**config.mk**
```make
export PLATFORM = sky130hd
export DESIGN_NAME = vga_sync_controller
export DESIGN_NICKNAME = d
export VERILOG_FILES = /design/src/rtl/vga_sync_controller.sv
export SDC_FILE = /design/constraint.sdc
export NUM_CORES = 1
export LEC_CHECK = 0
export BUFFER_PORTS_ARGS = -buffer_cell sky130_fd_sc_hd__buf_2
export CAP_MARGIN = 10
export CORE_MARGIN = 5
export CORE_UTILIZATION = 60
export DETAILED_ROUTE_END_ITERATION = 6
export PLACE_DENSITY = 0.91
export SYNTH_ARGS = -nofsm -noshare
export SYNTH_HDL_FRONTEND = slang
export SYNTH_SLANG_ARGS = --single-unit
```
**constraint.sdc**
```tcl
create_clock -name sys_clk -period 5.6 [get_ports sys_clk]
set_input_delay 0.56 -clock sys_clk [delete_from_list [all_inputs] [get_ports sys_clk]]
set_output_delay 0.56 -clock sys_clk [all_outputs]
set_load 0.1 [all_outputs]
```
**src/rtl/vga_sync_controller.sv**
```systemverilog
// rtl/vga_sync_controller.sv - 640x480@60 VGA timing generator: pixel divider, x/y counters, registered syncs and strobes
module vga_sync_controller #(
   parameter int CLK_DIV      = 4,
   parameter int H_DISPLAY    = 640,
   parameter int H_FRONT      = 16,
   parameter int H_SYNC       = 96,
   parameter int H_BACK       = 48,
   parameter int V_DISPLAY    = 480,
   parameter int V_FRONT      = 10,
   parameter int V_SYNC       = 2,
   parameter int V_BACK       = 33,
   parameter int SCREEN_WIDTH = 10
) (
   input  logic                    sys_clk,
   input  logic                    sys_rst,
   output logic                    p_tick,
   output logic [SCREEN_WIDTH-1:0] x,
   output logic [SCREEN_WIDTH-1:0] y,
   output logic                    video_on,
   output logic                    hsync,
   output logic                    vsync,
   output logic                    line_start,
   output logic                    frame_start
);

   localparam int H_TOTAL = H_DISPLAY + H_FRONT + H_SYNC + H_BACK;
   localparam int V_TOTAL = V_DISPLAY + V_FRONT + V_SYNC + V_BACK;
   localparam int DIV_W   = (CLK_DIV > 1) ? $clog2(CLK_DIV) : 1;

   localparam logic [DIV_W-1:0]        DIV_MAX  = DIV_W'(CLK_DIV - 1);
   localparam logic [SCREEN_WIDTH-1:0] H_MAX    = SCREEN_WIDTH'(H_TOTAL - 1);
   localparam logic [SCREEN_WIDTH-1:0] V_MAX    = SCREEN_WIDTH'(V_TOTAL - 1);
   localparam logic [SCREEN_WIDTH-1:0] H_VIS    = SCREEN_WIDTH'(H_DISPLAY);
   localparam logic [SCREEN_WIDTH-1:0] V_VIS    = SCREEN_WIDTH'(V_DISPLAY);
   localparam logic [SCREEN_WIDTH-1:0] HS_START = SCREEN_WIDTH'(H_DISPLAY + H_FRONT);
   localparam logic [SCREEN_WIDTH-1:0] HS_END   = SCREEN_WIDTH'(H_DISPLAY + H_FRONT + H_SYNC);
   localparam logic [SCREEN_WIDTH-1:0] VS_START = SCREEN_WIDTH'(V_DISPLAY + V_FRONT);
   localparam logic [SCREEN_WIDTH-1:0] VS_END   = SCREEN_WIDTH'(V_DISPLAY + V_FRONT + V_SYNC);

   logic [DIV_W-1:0]        div_cnt;
   logic [SCREEN_WIDTH-1:0] x_next;
   logic [SCREEN_WIDTH-1:0] y_next;
   logic                    x_wrap;
   logic                    y_wrap;

   // >= rather than == so an out-of-range count can never run past the wrap point
   always_comb begin
      x_wrap = (x >= H_MAX);
      y_wrap = (y >= V_MAX);
      x_next = x_wrap ? '0 : x + 1'b1;
      y_next = y;
      if (x_wrap) begin
         y_next = y_wrap ? '0 : y + 1'b1;
      end
   end

   // Decoded outputs only move on pixel ticks, so they track the x/y being presented
   always_ff @(posedge sys_clk or posedge sys_rst) begin
      if (sys_rst) begin
         div_cnt     <= '0;
         p_tick      <= 1'b0;
         x           <= '0;
         y           <= '0;
         video_on    <= 1'b0;
         hsync       <= 1'b1;
         vsync       <= 1'b1;
         line_start  <= 1'b0;
         frame_start <= 1'b0;
      end else begin
         div_cnt     <= (div_cnt == DIV_MAX) ? '0 : div_cnt + 1'b1;
         p_tick      <= (div_cnt == DIV_MAX);
         line_start  <= 1'b0;
         frame_start <= 1'b0;
         if (p_tick) begin
            x           <= x_next;
            y           <= y_next;
            video_on    <= (x_next < H_VIS) && (y_next < V_VIS);
            hsync       <= !((x_next >= HS_START) && (x_next < HS_END));
            vsync       <= !((y_next >= VS_START) && (y_next < VS_END));
            line_start  <= x_wrap;
            frame_start <= x_wrap && y_wrap;
         end
      end
   end

endmodule

```
==> flow_summary.json <==
{
  "avgRoutedWirePerCell_um": 14.4,
  "gr-usage-met2_pct": 30.9,
  "num_rows": 19,
  "power_density_nw_per_um2": 162,
  "hp-class": "input port to asynchronous set/reset pin",
  "wl_um": 3600,
  "ctsResizeCount": 0,
  "drv_cap": 0,
  "io_pins": 28,
  "antenna_cells": 0,
  "grt_pass1_vias": 1415,
  "critPathTopFamily": "compound AO/OA/AOI/OAI gates",
  "syn_avg_cell_area_um2": 8.73,
  "start_util_pct": 63.0,
  "fp.dieArea_um2": 4070,
  "yosysSeqAreaShare_pct": 40.5,
  "drt-pass1-iter-count": 4,
  "cts_tree": "built",
  "cts_buffer_depth": 2,
  "ys_seq_elements": 28,
  "gr-usage-met3_pct": 2.80,
  "die_height_um": 63.8,
  "slowest_stage": "a21oi_1",
  "synth_ff_type": "dfrtp_1",
  "synth_cells": 199,
  "async_flop_share_pct": 100,
  "p_leak_nw": 0.793,
  "min_period_ns": 2.80,
  "vias": 1513,
  "irDropWorstVdd_uv": 162,
  "clk-insertion-delay-late_ns": 0.33,
  "grt_pass1_wl_um": 6310,
  "portBuffers": 27,
  "outcome": "finished, final reports clean",
  "synth_edf_count": 0,
  "use_met1_pct": 23.9,
  "critPathRequiredTime_ns": 5.84,
  "area_growth_pct": 8.78,
  "finalPower_w": 0.000306,
  "grt-ovfl-total": 0,
  "vias_per_cell": 6.05,
  "critPathLaunchType": "flop",
  "gp_congestion": 0.875,
  "setup_viol": 0,
  "critPathKind": "flop to flop",
  "cts_inserted_buffers": 3,
  "syn_area_um2": 1740,
  "die_w_um": 63.8,
  "rsz0062_at_grt": "no",
  "drive_above_1_share_pct": 20.1,
  "placed_area_um2": 1830,
  "cts_max_level": 1,
  "tightest_slew_ns": 0.863,
  "root_buffer": "clkbuf_4",
  "synth_cell_types": 55,
  "cts-hold-fix-buffers": 0,
  "final_nets": 226,
  "postCtsSetupBuffers": 0,
  "fin_area_um2": 1890,
  "drt_iter0_drc": 143,
  "crit_arrival_ns": 3.04,
  "drc": 0,
  "dpl.hpwl_um": 2600,
  "maxSlewHeadroom_pct": 42.5,
  "slew_violations": 0,
  "yosys-top-cells-area": "dfrtp_1, nand2_1, o21ai_0",
  "critPathCaptureType": "flop",
  "cts_sinks": 28,
  "fin_setup_tns_ns": 0,
  "cp_num_buf_inv": 1,
  "core-area_um2": 2760,
  "grt.busiest_layer": "met2",
  "crit_top_cell": "nand2_1",
  "grt_max_degree": 29,
  "cp_max_fo": 12,
  "final_cell_mix": "nand2_1, buf_2, dfrtp_1",
  "grtUsageTotal_pct": 18.6,
  "period_share_pct": 49.9,
  "fin_skew_ns": 0.00363,
  "ant_nets": 0,
  "synth_top_area_share_pct": 37.4,
  "ys_warn_count": 0,
  "final_core_util_pct": 68.6,
  "timing.fmax_mhz": 358,
  "cp_cell_sequence": "ha_1 > nand4_1 > a21oi_1 > nand2_1 > inv_1 > nand2_1 > o31ai_1",
  "antenna_found_initial": 0,
  "clkTransAtPathRegs_ns": 0.14,
  "synth_fp_nets": 205,
  "hold_violations": 0,
  "max_stage_delay_ns": 0.72,
  "synth_top_cell_by_area": "dfrtp_1"
}
## flip-flops by register name, indices dropped and copies added (netlist names)
name / flops
x: 10
frame_start: 1
vsync: 1
p_tick: 1
line_start: 1
y: 10
div_cnt: 2
hsync: 1
video_on: 1
## per-stage QoR
step	worst slack, ns	hold WS [ns]	instances
after floorplan	2.97	0.403	199
after global placement	2.97	0.412	245
after detailed placement	2.86	0.420	245
after CTS	2.82	0.440	249
after global routing	2.46	0.173	250
final	2.80	0.179	250
## layout make-up
cell class | instances | area (µm²)
clock buffers | 4 | 36.3
fillers | 238 | 867
inverters | 8 | 30.0
multi-input cells | 151 | 920
flip-flops and latches | 28 | 703
well taps | 31 | 38.8
repair buffers | 28 | 163
## power by group
group           total (W)  switching, W  internal (W)  leakage, nW
Sequential       0.000202             0      0.000202        0.365
Combinational  0.00000646    0.00000423    0.00000223        0.407
Clock           0.0000973     0.0000574     0.0000398       0.0210
## worst paths after layout
check,cells past startpoint,slack (ns),from,endpoint
max,7,2.80,x[0]$_DFFE_PP0P_,y[6]$_DFFE_PP0P_
min,2,0.18,sys_rst,y[7]$_DFFE_PP0P_
max reg2reg,7,2.80,x[0]$_DFFE_PP0P_,y[6]$_DFFE_PP0P_
min reg2reg,1,0.43,div_cnt[0]$_DFF_PP0_,div_cnt[0]$_DFF_PP0_
max in group asynchronous,3,4.91,sys_rst,hsync$_DFFE_PP1P_
min in group sys_clk,1,0.43,div_cnt[0]$_DFF_PP0_,div_cnt[0]$_DFF_PP0_
## worst register-to-register path: cells and delay by family (launching register included)
| family | cells | cell delay [ns] |
|---|---|---|
| AOI/OAI and AO/OA | 2 | 0.96 |
| and+or+nand+nor | 3 | 0.74 |
| DFF | 1 | 0.48 |
| buffers and inverters | 1 | 0.28 |
| adders and majority gates | 1 | 0.26 |
## logic make-up after synthesis
| logic type | count (synthesis) | share of synthesized area (%) |
|---|---|---|
| mux | 2 | 1.22 |
| buf+inv | 20 | 6.62 |
| flops | 28 | 40.5 |
| compound gates | 61 | 23.7 |
| simple gates | 81 | 23.6 |
| xor+xnor | 3 | 1.51 |
| fa+ha+maj | 4 | 2.88 |
## routing by layer
layer | up-vias | routed length (µm)
met3 | 6 | 170
met1 | 687 | 1670
li1 | 771 | -
met5 | - | 0
met2 | 49 | 1710
met4 | 0 | 51
## cell usage after synthesis (2+ instances only)
master	number
nor2_1	15
o21ai_0	18
nor2b_1	2
nand2_1	27
and3_1	2
and4_2	2
nor4_1	2
buf_6	2
dfstp_2	2
clkbuf_8	2
a21oi_1	14
a211oi_1	2
o31ai_1	5
a32o_1	2
clkbuf_1	6
and2_1	3
nand3_1	9
nor3_1	5
nor4b_1	2
inv_1	8
dfrtp_1	26
xnor2_1	3
nand4_1	2
nand2b_1	3
ha_1	4
o22ai_1	2
Note: power is estimated with default switching activity, not from simulation.
